### src/rtl/dcf77_frame_decoder_if.sv
// Decoded-time bus from the DCF77 frame decoder to the display loop register,
// together with the decoder's status strobes.
interface dcf77_frame_decoder_if;
  logic [47:0] parallelInput;
  logic        flag_load;
  logic        frame_ok;
  logic        frame_err;
  logic        sec_pulse;

  modport master (output parallelInput, flag_load, frame_ok, frame_err, sec_pulse);
  modport slave  (input  parallelInput, flag_load, frame_ok, frame_err, sec_pulse);
endinterface

### src/rtl/dcf77_frame_decoder.sv
// DCF77 minute-frame decoder: times pulses/gaps in ms, assembles the 59-bit frame,
// validates it at each minute marker and presents the BCD time/date word.
module dcf77_frame_decoder #(
  parameter int TICKS_PER_MS = 50000
) (
  input  logic                  qzt_clk,
  input  logic                  rst_n,
  input  logic                  dcf_in,
  dcf77_frame_decoder_if.master dout
);
  localparam int              PW      = (TICKS_PER_MS > 1) ? $clog2(TICKS_PER_MS) : 1;
  localparam logic [PW-1:0]   PRE_MAX = PW'(TICKS_PER_MS - 1);
  localparam logic [10:0]     DUR_MAX = 11'd2047;
  localparam logic [10:0]     MARK_MS = 11'd1500;
  localparam logic [47:0]     BLANK   = 48'hAAAA_AAAA_AAAA;

  typedef enum logic [1:0] {HUNT, PULSE, GAP} state_t;

  state_t        state_q, state_n;
  logic          dcf_p0, dcf_s, dcf_d;
  logic [PW-1:0] pre_cnt;
  logic [10:0]   dur_ms;
  logic [5:0]    bit_cnt;
  logic [58:0]   frame;
  logic          bad, synced;
  logic          rise, fall, ms_tick, bit_is_0, bit_is_1;
  logic          wr_bit, set_bad, clr_frame, set_sync, lost, do_eval, sec_hit;
  logic [47:0]   cand;
  logic          frame_valid;

  function automatic logic [10:0] sat_inc(input logic [10:0] v);
    return (v == DUR_MAX) ? v : v + 11'd1;
  endfunction

  function automatic logic bcd_valid(input logic [47:0] w);
    logic ok;
    ok = 1'b1;
    for (int i = 0; i < 12; i++)
      if (w[i*4 +: 4] > 4'd9) ok = 1'b0;
    if (w[15:8] > 8'h59) ok = 1'b0;
    if (w[23:16] > 8'h23) ok = 1'b0;
    if (w[31:24] == 8'h00 || w[31:24] > 8'h31) ok = 1'b0;
    if (w[39:32] == 8'h00 || w[39:32] > 8'h12) ok = 1'b0;
    return ok;
  endfunction

  assign rise     = dcf_s & ~dcf_d;
  assign fall     = ~dcf_s & dcf_d;
  assign ms_tick  = (pre_cnt == PRE_MAX);
  assign bit_is_0 = (dur_ms >= 11'd40)  && (dur_ms <= 11'd129);
  assign bit_is_1 = (dur_ms >= 11'd130) && (dur_ms <= 11'd250);

  assign cand = {frame[57:50], 3'b000, frame[49:45], 2'b00, frame[41:36],
                 2'b00, frame[34:29], 1'b0, frame[27:21], 8'h00};

  assign frame_valid = (bit_cnt == 6'd59) && !bad && !frame[0] && frame[20] &&
                       !(^frame[28:21]) && !(^frame[35:29]) && !(^frame[58:36]) &&
                       bcd_valid(cand);

  always_comb begin
    state_n   = state_q;
    wr_bit    = 1'b0;
    set_bad   = 1'b0;
    clr_frame = 1'b0;
    set_sync  = 1'b0;
    lost      = 1'b0;
    do_eval   = 1'b0;
    sec_hit   = 1'b0;
    unique case (state_q)
      HUNT: begin
        if (rise) begin
          state_n = PULSE;
          if (dur_ms >= MARK_MS) begin
            clr_frame = 1'b1;
            set_sync  = 1'b1;
          end
        end
      end
      PULSE: begin
        if (dur_ms == DUR_MAX) begin
          state_n = HUNT;
          lost    = 1'b1;
        end else if (fall) begin
          state_n = GAP;
          if (!bit_is_0 && !bit_is_1) set_bad = 1'b1;
          else if (bit_cnt == 6'd59)  set_bad = 1'b1;
          else                        wr_bit  = 1'b1;
        end
      end
      GAP: begin
        if (dur_ms == DUR_MAX) begin
          state_n = HUNT;
          lost    = 1'b1;
        end else if (rise) begin
          state_n = PULSE;
          sec_hit = 1'b1;
          if (dur_ms >= MARK_MS) begin
            clr_frame = 1'b1;
            // An unsynchronised marker only establishes sync; it never loads.
            if (synced) do_eval  = 1'b1;
            else        set_sync = 1'b1;
          end
        end
      end
      default: state_n = HUNT;
    endcase
  end

  always_ff @(posedge qzt_clk or negedge rst_n) begin
    if (!rst_n) begin
      dcf_p0  <= 1'b0;
      dcf_s   <= 1'b0;
      dcf_d   <= 1'b0;
      pre_cnt <= '0;
      dur_ms  <= '0;
      state_q <= HUNT;
      bit_cnt <= '0;
      frame   <= '0;
      bad     <= 1'b0;
      synced  <= 1'b0;
    end else begin
      dcf_p0  <= dcf_in;
      dcf_s   <= dcf_p0;
      dcf_d   <= dcf_s;
      pre_cnt <= ms_tick ? '0 : pre_cnt + 1'b1;
      if (rise || fall)  dur_ms <= '0;
      else if (ms_tick)  dur_ms <= sat_inc(dur_ms);
      state_q <= state_n;
      if (clr_frame) begin
        frame   <= '0;
        bit_cnt <= '0;
        bad     <= 1'b0;
      end else begin
        if (wr_bit) begin
          frame[bit_cnt] <= bit_is_1;
          bit_cnt        <= bit_cnt + 6'd1;
        end
        if (set_bad) bad <= 1'b1;
      end
      if (lost)          synced <= 1'b0;
      else if (set_sync) synced <= 1'b1;
    end
  end

  // Output stage: strobes and the loaded word are registered one cycle after the decision.
  always_ff @(posedge qzt_clk or negedge rst_n) begin
    if (!rst_n) begin
      dout.parallelInput <= BLANK;
      dout.flag_load     <= 1'b0;
      dout.frame_ok      <= 1'b0;
      dout.frame_err     <= 1'b0;
      dout.sec_pulse     <= 1'b0;
    end else begin
      dout.flag_load <= do_eval & frame_valid;
      dout.frame_err <= do_eval & ~frame_valid;
      dout.sec_pulse <= sec_hit;
      if (do_eval && frame_valid) dout.parallelInput <= cand;
      if (lost)         dout.frame_ok <= 1'b0;
      else if (do_eval) dout.frame_ok <= frame_valid;
    end
  end
endmodule

### src/flat_wrapper.sv
// flat-port wrapper written by rule: the top's interface ports become plain ports
module dcf77_frame_decoder_flat 
#(
  parameter int TICKS_PER_MS = 50000
)
  (qzt_clk, rst_n, dcf_in, dout_parallelInput, dout_flag_load, dout_frame_ok, dout_frame_err, dout_sec_pulse);
  dcf77_frame_decoder_if dout_i ();
  input  logic qzt_clk;
  input  logic rst_n;
  input  logic dcf_in;
  output wire logic [$bits(dout_i.parallelInput)-1:0] dout_parallelInput;
  output wire logic [$bits(dout_i.flag_load)-1:0] dout_flag_load;
  output wire logic [$bits(dout_i.frame_ok)-1:0] dout_frame_ok;
  output wire logic [$bits(dout_i.frame_err)-1:0] dout_frame_err;
  output wire logic [$bits(dout_i.sec_pulse)-1:0] dout_sec_pulse;
  assign dout_parallelInput = dout_i.parallelInput;
  assign dout_flag_load = dout_i.flag_load;
  assign dout_frame_ok = dout_i.frame_ok;
  assign dout_frame_err = dout_i.frame_err;
  assign dout_sec_pulse = dout_i.sec_pulse;
  dcf77_frame_decoder #(.TICKS_PER_MS(TICKS_PER_MS)) u_core (.qzt_clk(qzt_clk), .rst_n(rst_n), .dcf_in(dcf_in), .dout(dout_i));
endmodule
### config.mk
export PLATFORM = sky130hd
export DESIGN_NAME = dcf77_frame_decoder_flat
export DESIGN_NICKNAME = d
export VERILOG_FILES = /design/src/rtl/dcf77_frame_decoder_if.sv /design/src/rtl/dcf77_frame_decoder.sv /design/src/flat_wrapper.sv
export SDC_FILE = /design/constraint.sdc
export NUM_CORES = 1
export LEC_CHECK = 0
export ABC_AREA = 1
export CAP_MARGIN = 15
export CORE_UTILIZATION = 35
export CTS_CLUSTER_DIAMETER = 100
export DETAILED_ROUTE_END_ITERATION = 10
export SETUP_SLACK_MARGIN = 0.15
export SYNTH_ARGS = -nofsm -noshare
export SYNTH_HDL_FRONTEND = slang
export SYNTH_SLANG_ARGS = --single-unit
### constraint.sdc
create_clock -name qzt_clk -period 3.8 [get_ports qzt_clk]
set_input_delay 0.38 -clock qzt_clk [delete_from_list [all_inputs] [get_ports qzt_clk]]
set_output_delay 0.38 -clock qzt_clk [all_outputs]
set_load 0.02 [all_outputs]
==> results of run 1 <==
==> stage by stage <==
step | std cells | cell area, sq um | utilization (%)
2_1_floorplan | 1047 | 7430 | -
3_3_place_gp | 1326 | 8010 | 39.1
3_5_place_dp | 1326 | 8010 | 39.1
4_1_cts | 1358 | 8580 | 41.8
5_1_grt | 1358 | 8580 | 41.8
6_report | 1358 | 8580 | 41.8
==> logic make-up after synthesis <==
group	count (synthesis)	synth area share, %
flops	117	39.8
simple gates	637	36.0
compound gates	54	3.97
buf+inv	169	10.5
fa+ha+maj	44	7.43
xor+xnor	19	2.25
other cells	1	0.0506
==> area by class of cell <==
| type | instances | area share, % |
|---|---|---|
| multi-input combinational | 761 | 43.2 |
| clock inverter | 5 | 0.875 |
| tap | 270 | 3.94 |
| inverter | 122 | 5.34 |
| sequential | 117 | 34.4 |
| clock buffer | 27 | 5.75 |
| timing repair buffer | 56 | 6.54 |
==> routing by layer <==
metal	vias up	GRT usage (%)	routed length, um
met1	2955	22.2	8230
li1	3339	-	-
met5	-	0	0
met4	0	5.00	199
met3	18	3.49	661
met2	117	28.7	8280
==> how the worst max path moves through the flow <==
| stage | startpoint | end | slack (ns) | depth (start not counted) |
|---|---|---|---|---|
| floorplan | u_core.frame[48] | u_core.dout.parallelInput[12] | 1.80 | 15 |
| global placement | u_core.dur_ms[0] | u_core.frame[38] | 1.47 | 11 |
| detailed placement | u_core.dur_ms[0] | u_core.frame[37] | 1.42 | 11 |
| CTS | u_core.dur_ms[0] | u_core.frame[37] | 1.39 | 11 |
| global route | u_core.dur_ms[0] | u_core.frame[42] | 1.10 | 12 |
| finish | u_core.dur_ms[0] | u_core.frame[37] | 1.37 | 11 |
==> critical path, stage by stage, from the launching register on <==
cell,delay (ns)
dfrtp_1,0.39
ha_1,0.23
nand3_1,0.11
nor3_2,0.27
nand2_2,0.10
nand2_4,0.09
inv_2,0.04
o21bai_2,0.13
nand2_2,0.40
buf_4,0.38
nand3_1,0.09
nand2_1,0.06
==> cell usage in the layout (no fill, tap or decap), types with 2 or more instances in the layout <==
cell type	instances
a31oi_1	2
xnor2_1	6
xor2_1	13
nor3_1	15
clkbuf_16	17
o21ai_1	6
nand2_1	394
clkbuf_8	3
clkinv_2	3
o22ai_1	2
clkbuf_1	7
o21bai_1	2
nand3_1	87
a21oi_1	19
nor4_1	2
nand4_1	39
o21ai_0	18
inv_2	3
buf_12	2
ha_1	44
bufinv_16	2
inv_1	119
dfstp_2	16
clkdlybuf4s50_1	46
dfrtp_1	101
conb_1	7
buf_4	8
nor2_1	93
nand2_2	2
==> sequential cells by signal (all words and copies together) (netlist names) <==
name / flops
u_core.state_q: 2
u_core.dcf_p0: 1
u_core.dcf_s: 1
u_core.frame: 40
u_core.dout.parallelInput: 33
u_core.dout.frame_ok: 1
u_core.bad: 1
u_core.dcf_d: 1
u_core.dout.flag_load: 1
u_core.dur_ms: 11
u_core.dout.frame_err: 1
u_core.synced: 1
u_core.bit_cnt: 6
u_core.pre_cnt: 16
u_core.dout.sec_pulse: 1
==> power by group through the flow <==
stage	clock network, mW	logic [mW]	registers, mW
2_1_floorplan	0	0.0949	1.30
3_3_place_gp	0	0.145	1.30
3_5_place_dp	0	0.143	1.30
4_1_cts	1.61	0.146	1.28
5_1_grt	1.66	0.166	1.28
6_report	1.57	0.142	1.28
==> impl_metrics.toml, run 1 <==
[sta]
relSlewSlack_pct = 29.6
clock.fmax_mhz = 412
finalCritPeriodShare_pct = 63.9
setup_viol = 0
worst_hold_slack_ns = 0.0378
skew_ns = 0.00555
tightest_slew_ns = 1.05
fin_tns_setup_ns = 0
rsz0062_at_grt = "false"
slew_viol_final = 0
setup_slack_ns = 1.37
min_period_ns = 2.43
finalHoldViolCount = 0

[setup_path]
cp-end-kind = "flip-flop"
r2r_start = "u_core.dur_ms[0]"
crit_path_start_kind = "flip-flop"
reg2regPathDepth = 11
cp_data_required_time_ns = 4.10
critPathKind = "flip-flop to flip-flop"
r2r_end = "u_core.frame[37]"
worst-path-max-fanout = 34
arrival_ns = 2.73
rrSetupSlack_ns = 1.37

[yosys]
synthFlopType = "dfrtp_1"
synth.distinct_cells = 34
synth_async_sr_flop_share_pct = 100
yosysSeqAreaShare_pct = 39.8
yosys_warnings = 0
synth_area_sq_um = 7400
ys_seq_elements = 117
post-synth-top-count-cell = "nand2_1"
synth_top_area_cell = "dfrtp_1"
syn_area_per_cell_sq_um = 7.11
yosys.area.top_type_share_pct = 34.1
synthTopCellsByCount = "nand2_1 (394), inv_1 (119), dfrtp_1 (101)"
postSynthCellCount = 1041
synth-edff-count = 0
synthTopCellsByArea = "dfrtp_1 (34%), nand2_1 (20%), ha_1 (7.4%)"

[job]
drv_cap = 0

[power]
sw_frac_of_total_pct = 22.4
p_per_area_nw_per_um2 = 349
p_leak_nw = 4.37
p_int_mw = 2.32
p_switching_mw = 0.669
pwr-share-clk_pct = 52.5
p_comb_share_pct = 4.7
p_total_mw = 2.99
seq_power_share_pct = 42.8
peakVddDrop_v = 0.000221

[detailed_routing]
viasPerCell = 4.73
post_drt_wl_per_cell_um = 12.8
first_iter_violations = 401
postRouteAntennaNets = 0
dr.pass1.iters = 5
num_vias = 6429
drt_wl_total_mm = 17.4
drc = 0

[placement]
portBuffers = 47
dp.final_hpwl_mm = 12.0
pre_cts_ws_ns = 1.42
gp_congestion = 0.854

[global_route]
grt_pass1_wl_mm = 29.8
grt_antenna_before_repair = 0
first_global_vias = 6131
grt_usage_pct = 17.1
grt.overflow.total = 0
grt_max_degree = 62

[floorplanning]
dieArea_sq_um = 21700
ios = 55
die_width_um = 147
die_height_um = 147
start_util_pct = 36.1
core-area_sq_um = 20500
row_count = 52

[layout]
nets = 1122
drive_gt1_share_pct = 5.70
diodes = 0
nFillCells = 2084
ff_latch_area_sq_um = 2950
multi_input_area_sq_um = 3700
area_growth_pct = 15.8

[clocking]
cts_hold_buf = 0
cts_resized = 0
clock_latency_ns = 0.42
numCtsBuffers = 17
cts-root-buf = "clkbuf_16"
cts.sink_count = 117
cts_setup_buffers = 0
path_clk_slew_ns = 0.05
htreeDepth = 4
cts_buffer_depth = 2
cts_tree = "built"

[hold_path]
hp-class = "input pin to async pin"

[status]
status = "finished clean"
No activity file was read; power rests on OpenSTA's default activity.
==> run 2: changes to the inputs <==
==> constraint.sdc (replaced) <==
create_clock -name qzt_clk -period 2 [get_ports qzt_clk]
set_input_delay 0.2 -clock qzt_clk [delete_from_list [all_inputs] [get_ports qzt_clk]]
set_output_delay 0.2 -clock qzt_clk [all_outputs]
set_load 0.02 [all_outputs]
==> impl_metrics.toml, run 2 (synthesis gave the netlist of run 1 again) <==
[placement]
dpl_cell_area_sq_um = 8780
gp_congestion = 0.848
portBuffers = 47
pre_cts_ws_ns = -0.111
dp.final_hpwl_mm = 13.0

[sta]
finalHoldViolCount = 0
rsz0062_at_grt = "true"
finalCritPeriodShare_pct = 111
clock.fmax_mhz = 450
fin_tns_setup_ns = -9.92
skew_ns = 0.00850
min_period_ns = 2.22
setup_viol = 80
slew_viol_final = 0
setup_slack_ns = -0.220

[global_route]
grt_max_degree = 43
grt_usage_pct = 20.8
first_global_vias = 7231
grt.overflow.total = 0
grt_pass1_wl_mm = 35.5
grt_antenna_before_repair = 0

[detailed_routing]
wl_met3_um = 999
first_iter_violations = 454
dr_wl_met2_mm = 11.7
highest_layer = "met4"
post_drt_wl_per_cell_um = 15.5
dr.pass1.iters = 5
drc = 0
num_vias = 7462
drt_wl_total_mm = 23.4
viasPerCell = 4.96
postRouteAntennaNets = 0
m1WireLength_mm = 9.99

[status]
violations = "negative setup slack"
status = "finished with violations"

[power]
p_int_mw = 4.72
p_comb_share_pct = 5.5
p_per_area_nw_per_um2 = 538
peakVddDrop_v = 0.000439
sw_frac_of_total_pct = 23.1
p_leak_nw = 5.86
seq_power_share_pct = 39.6
pwr-share-clk_pct = 54.9
p_switching_mw = 1.42

[layout]
nets = 1269
drive_gt1_share_pct = 36.1
final_cell_mix = "nand2_1 (276), buf_4 (105), dfrtp_1 (98)"
final_common_cell = "nand2_1"
fin_util_pct = 55.7
reg_top3 = "u_core.frame (40), u_core.dout.parallelInput (33), u_core.pre_cnt (16)"
largest_register_ffs = 40
area_growth_pct = 54.1
final_cell_area_sq_um = 11400
regMostFlops = "u_core.frame"
diodes = 0

[setup_path]
arrival_ns = 2.53
crit_path_start_kind = "flip-flop"
r2r_start = "u_core.frame[31]"
cp-end-kind = "flip-flop"
reg2regPathDepth = 14
critPathKind = "flip-flop to flip-flop"
cp-startpoint = "u_core.frame[31]"
worst-path-max-fanout = 6
cp_data_required_time_ns = 2.31

[clocking]
htreeDepth = 4
cts.sink_count = 117
cts-root-buf = "clkbuf_16"
cts_tree = "built"
clock_latency_ns = 0.42
path_clk_slew_ns = 0.06
cts_buffer_depth = 2
numCtsBuffers = 17

[floorplanning]
start_util_pct = 36.1
row_count = 52
die_height_um = 147
dieArea_sq_um = 21700
core-area_sq_um = 20500
ios = 55
die_width_um = 147

[hold_path]
hold_path_depth = 1
hp-start = "dcf_in"
hp-class = "input pin to flip-flop"

[job]
drv_cap = 0
[run 2: cell types whose count changed in the layout (fill, tap and decap cells not counted), sizes merged]
cell,delta
clkdlybuf4s50,-9
clkinvlp,+3
dlygate4sd3,+1
clkinv,+1
buf,+141
bufinv,+3
bufbuf,+1
clkbuf,-3
dlygate4sd2,+9
[run 2: layout make-up]
cell class / instances / area [sq um]
Clock inverter: 12 / 204
Inverter: 122 / 470
Clock buffer: 20 / 437
Tap cell: 270 / 338
Timing Repair Buffer: 203 / 2290
Sequential cell: 117 / 2950
Fill cell: 1761 / 9080
Multi-Input combinational cell: 761 / 4730
[run 2: power by group through the flow]
stage	logic [mW]	registers, mW	clock network, mW
floorplan	0.180	2.46	0
CTS	0.324	2.43	3.42
detailed placement	0.291	2.47	0
finish	0.338	2.43	3.37
global placement	0.280	2.47	0
global route	0.378	2.43	3.51
[run 2: timing repair]
| item | 4_1_cts | 5_1_grt |
|---|---|---|
| setup buffers | 31 | 12 |
| hold buffers | 1 | 0 |
| hold endpoints to repair | 23 | 0 |
| pin swaps | 19 | 62 |
| setup endpoints to repair | 93 | 97 |
| resized for setup | 113 | 209 |
| cloned | 17 | 4 |
[run 2: layer usage]
metal,global-route usage [%],vias to the layer above
met1,25.7,3585
met4,8.76,0
li1,-,3633
met5,0,-
met3,3.89,52
met2,35.5,192
[run 2: critical path: stages (launching register included)]
cell       delay, ns
dfrtp_1         0.40
inv_2           0.08
ha_4            0.29
xor2_1          0.14
nand2_1         0.07
nand2_2         0.08
nand2_2         0.10
nor2_4          0.15
nand3_2         0.10
inv_2           0.07
nand4_1         0.14
buf_6           0.19
clkbuf_16       0.17
nand2_2         0.05
nand2_1         0.05
[run 2: through the flow]
| step | std cells | hold WS (ns) | power [mW] |
|---|---|---|---|
| floorplan | 1047 | -0.0956 | 2.64 |
| global placement | 1408 | 0.148 | 2.75 |
| detailed placement | 1408 | 0.151 | 2.76 |
| CTS | 1489 | 0.214 | 6.17 |
| global route | 1505 | 0.216 | 6.33 |
| finish | 1505 | 0.218 | 6.14 |
[run 2: path summary, 6_finish.rpt]
| kind | end | slack (ns) |
|---|---|---|
| worst max-delay path | u_core.dout.parallelInput[18] | -0.22 |
| worst min register to register | u_core.dcf_s | 0.36 |
| max in group asynchronous | u_core.dout.parallelInput[39] | 1.11 |
| worst min-delay path | u_core.dcf_p0 | 0.22 |
| worst max register to register | u_core.dout.parallelInput[18] | -0.22 |
| min in group asynchronous | u_core.dout.sec_pulse | 0.24 |
==> run 3: changes to the inputs <==
--- a/config.mk
+++ b/config.mk
@@ -7,9 +7,11 @@
 export LEC_CHECK = 0
 export ABC_AREA = 1
 export CAP_MARGIN = 15
-export CORE_UTILIZATION = 35
+export CORE_UTILIZATION = 45
 export CTS_CLUSTER_DIAMETER = 100
 export DETAILED_ROUTE_END_ITERATION = 10
+export PLACE_DENSITY = 0.66
+export RECOVER_POWER = 100
 export SETUP_SLACK_MARGIN = 0.15
 export SYNTH_ARGS = -nofsm -noshare
 export SYNTH_HDL_FRONTEND = slang
==> impl_metrics.toml, run 3 (synthesis gave the netlist of run 1 again) <==
[status]
status = "finished with violations"
violations = "negative setup slack"

[hold_path]
hold_path_depth = 1
hp-class = "input pin to flip-flop"

[clocking]
cts_buffer_depth = 2
cts-root-buf = "clkbuf_16"
clock_latency_ns = 0.44
htreeDepth = 4
cts.sink_count = 117
path_clk_slew_ns = 0.06
cts_tree = "built"
numCtsBuffers = 17

[floorplanning]
dieArea_sq_um = 17000
die_width_um = 130
ios = 55
core-area_sq_um = 16000
die_height_um = 130
row_count = 46
start_util_pct = 46.3

[sta]
min_period_ns = 2.36
tightest_slew_ns = 1.02
finalCritPeriodShare_pct = 118
finalHoldViolCount = 0
skew_ns = 0.0110
rsz0062_at_grt = "true"
relSlewSlack_pct = 32.0
clock.fmax_mhz = 423
slew_viol_final = 0
setup_slack_ns = -0.363
setup_viol = 84
fin_tns_setup_ns = -21.10

[layout]
reg_top3 = "u_core.frame (40), u_core.dout.parallelInput (33), u_core.pre_cnt (16)"
drive_gt1_share_pct = 38.2
diodes = 0
nets = 1275
final_cell_area_sq_um = 11700
regMostFlops = "u_core.frame"
layoutNonFillerInstCount = 1457
final_common_cell = "nand2_1"
nFillCells = 1034
largest_register_ffs = 40
final_cell_mix = "nand2_1 (251), nand2_2 (99), inv_1 (98), dfrtp_1 (98), nor2_1 (81)"
area_growth_pct = 57.9

[power]
p_total_mw = 5.94
peakVddDrop_v = 0.000584
p_leak_nw = 5.88
p_per_area_nw_per_um2 = 508

[global_route]
grt_antenna_before_repair = 0
grt_usage_pct = 28.6
grt_max_degree = 41
grt.overflow.total = 0
first_global_vias = 7571
grt_pass1_wl_mm = 37.0

[setup_path]
path_cells = "inv_1, ha_1, inv_1, nand2_1, nand2_1, nand2_1, nand2_1, inv_1, nand2_1, nor2_1, nand3_1, buf_4, a21oi_4, buf_6, clkbuf_16, nand4_1, nand2_1"
crit_path_start_kind = "flip-flop"
rrSetupSlack_ns = -0.36
cp-end-kind = "flip-flop"
r2r_end = "u_core.dout.parallelInput[45]"
worstSetupEndpoint = "u_core.dout.parallelInput[45]"
critPathKind = "flip-flop to flip-flop"
cp_data_required_time_ns = 2.37
worst-path-max-fanout = 8
cp-startpoint = "u_core.frame[55]"
r2r_start = "u_core.frame[55]"
max_stage_delay_ns = 0.41
crit_top_cell = "nand2_1"
arrival_ns = 2.74
cpMaxStageDelayCell = "dfrtp_1"
reg2regPathDepth = 17

[detailed_routing]
num_vias = 8423
first_iter_violations = 842
drc = 0
viasPerCell = 5.78
postRouteAntennaNets = 0
drt_wl_total_mm = 28.5
post_drt_wl_per_cell_um = 19.5
dr.pass1.iters = 5

[job]
drv_cap = 0

[placement]
dp_cells = 1342
gp_congestion = 0.882
dpl_cell_area_sq_um = 8610
portBuffers = 47
pre_cts_ws_ns = -0.0674
dp.final_hpwl_mm = 12.3
[run 3: cell types whose count changed in the layout (fill, tap and decap cells not counted), moves of 5 or more]
| cell | delta |
|---|---|
| buf_4 | -26 |
| nand2_1 | -25 |
| buf_6 | +20 |
| nand2_4 | +18 |
| inv_2 | -10 |
| nand3_1 | -10 |
| inv_1 | +7 |
| nand2_2 | +7 |
| nand3_4 | +6 |
| ha_1 | +5 |
[run 3: cell type report]
class | count | area, sq um | share of cell area (%)
multi-input cells | 762 | 4960 | 42.5
flip-flops and latches | 117 | 2950 | 25.2
repair buffers | 208 | 2420 | 20.7
inverters | 122 | 492 | 4.21
clock buffers | 20 | 457 | 3.91
well taps | 216 | 270 | 2.31
clock inverters | 12 | 130 | 1.11
[run 3: worst max-delay path, delay by kind of cell, from the launching register on]
| kind | cells | cell delay, ns |
|---|---|---|
| buf+inv | 6 | 0.74 |
| flops | 1 | 0.41 |
| compound gates | 1 | 0.17 |
| fa+ha+maj | 1 | 0.18 |
| simple gates | 9 | 0.82 |
[run 3: per-stage QoR]
step / hold slack [ns] / util (%)
global route: 0.318 / 73.1
finish: 0.316 / 73.1
global placement: 0.164 / 53.8
detailed placement: 0.164 / 53.8
CTS: 0.199 / 66.9
floorplan: -0.0956 / -
[run 3: worst min path at each step]
| stage | slack, ns | to | startpoint |
|---|---|---|---|
| 4_1_cts | 0.20 | u_core.dcf_p0 | dcf_in |
| 5_1_grt | 0.32 | u_core.dcf_p0 | dcf_in |
| 2_1_floorplan | -0.1 | u_core.bad | rst_n |
| 6_report | 0.32 | u_core.dcf_p0 | dcf_in |
| 3_3_place_gp | 0.16 | u_core.dur_ms[0] | rst_n |
| 3_5_place_dp | 0.16 | u_core.dur_ms[0] | rst_n |
[run 3: power by group]
| group | internal [mW] | total, mW | switching (mW) |
|---|---|---|---|
| Clock | 1.89 | 3.10 | 1.21 |
| Combinational | 0.138 | 0.411 | 0.272 |
| Sequential | 2.40 | 2.43 | 0.0311 |
[run 3: per-layer routing]
layer / GRT usage, % / share of wire, %
met1: 34.2 / 37
met2: 48.1 / 47
met5: 0 / 0
met3: 5.99 / 8.2
met4: 15.8 / 7.7
[run 3: repair_timing]
| action | CTS | global route |
|---|---|---|
| buffers inserted | 39 | 17 |
| endpoints found under the setup margin | 94 | 100 |
| gates resized for setup | 176 | 225 |
| cloned | 21 | 5 |
| hold buffers | 1 | 0 |
| endpoints found under the hold margin | 28 | 0 |
| pin swaps | 27 | 63 |
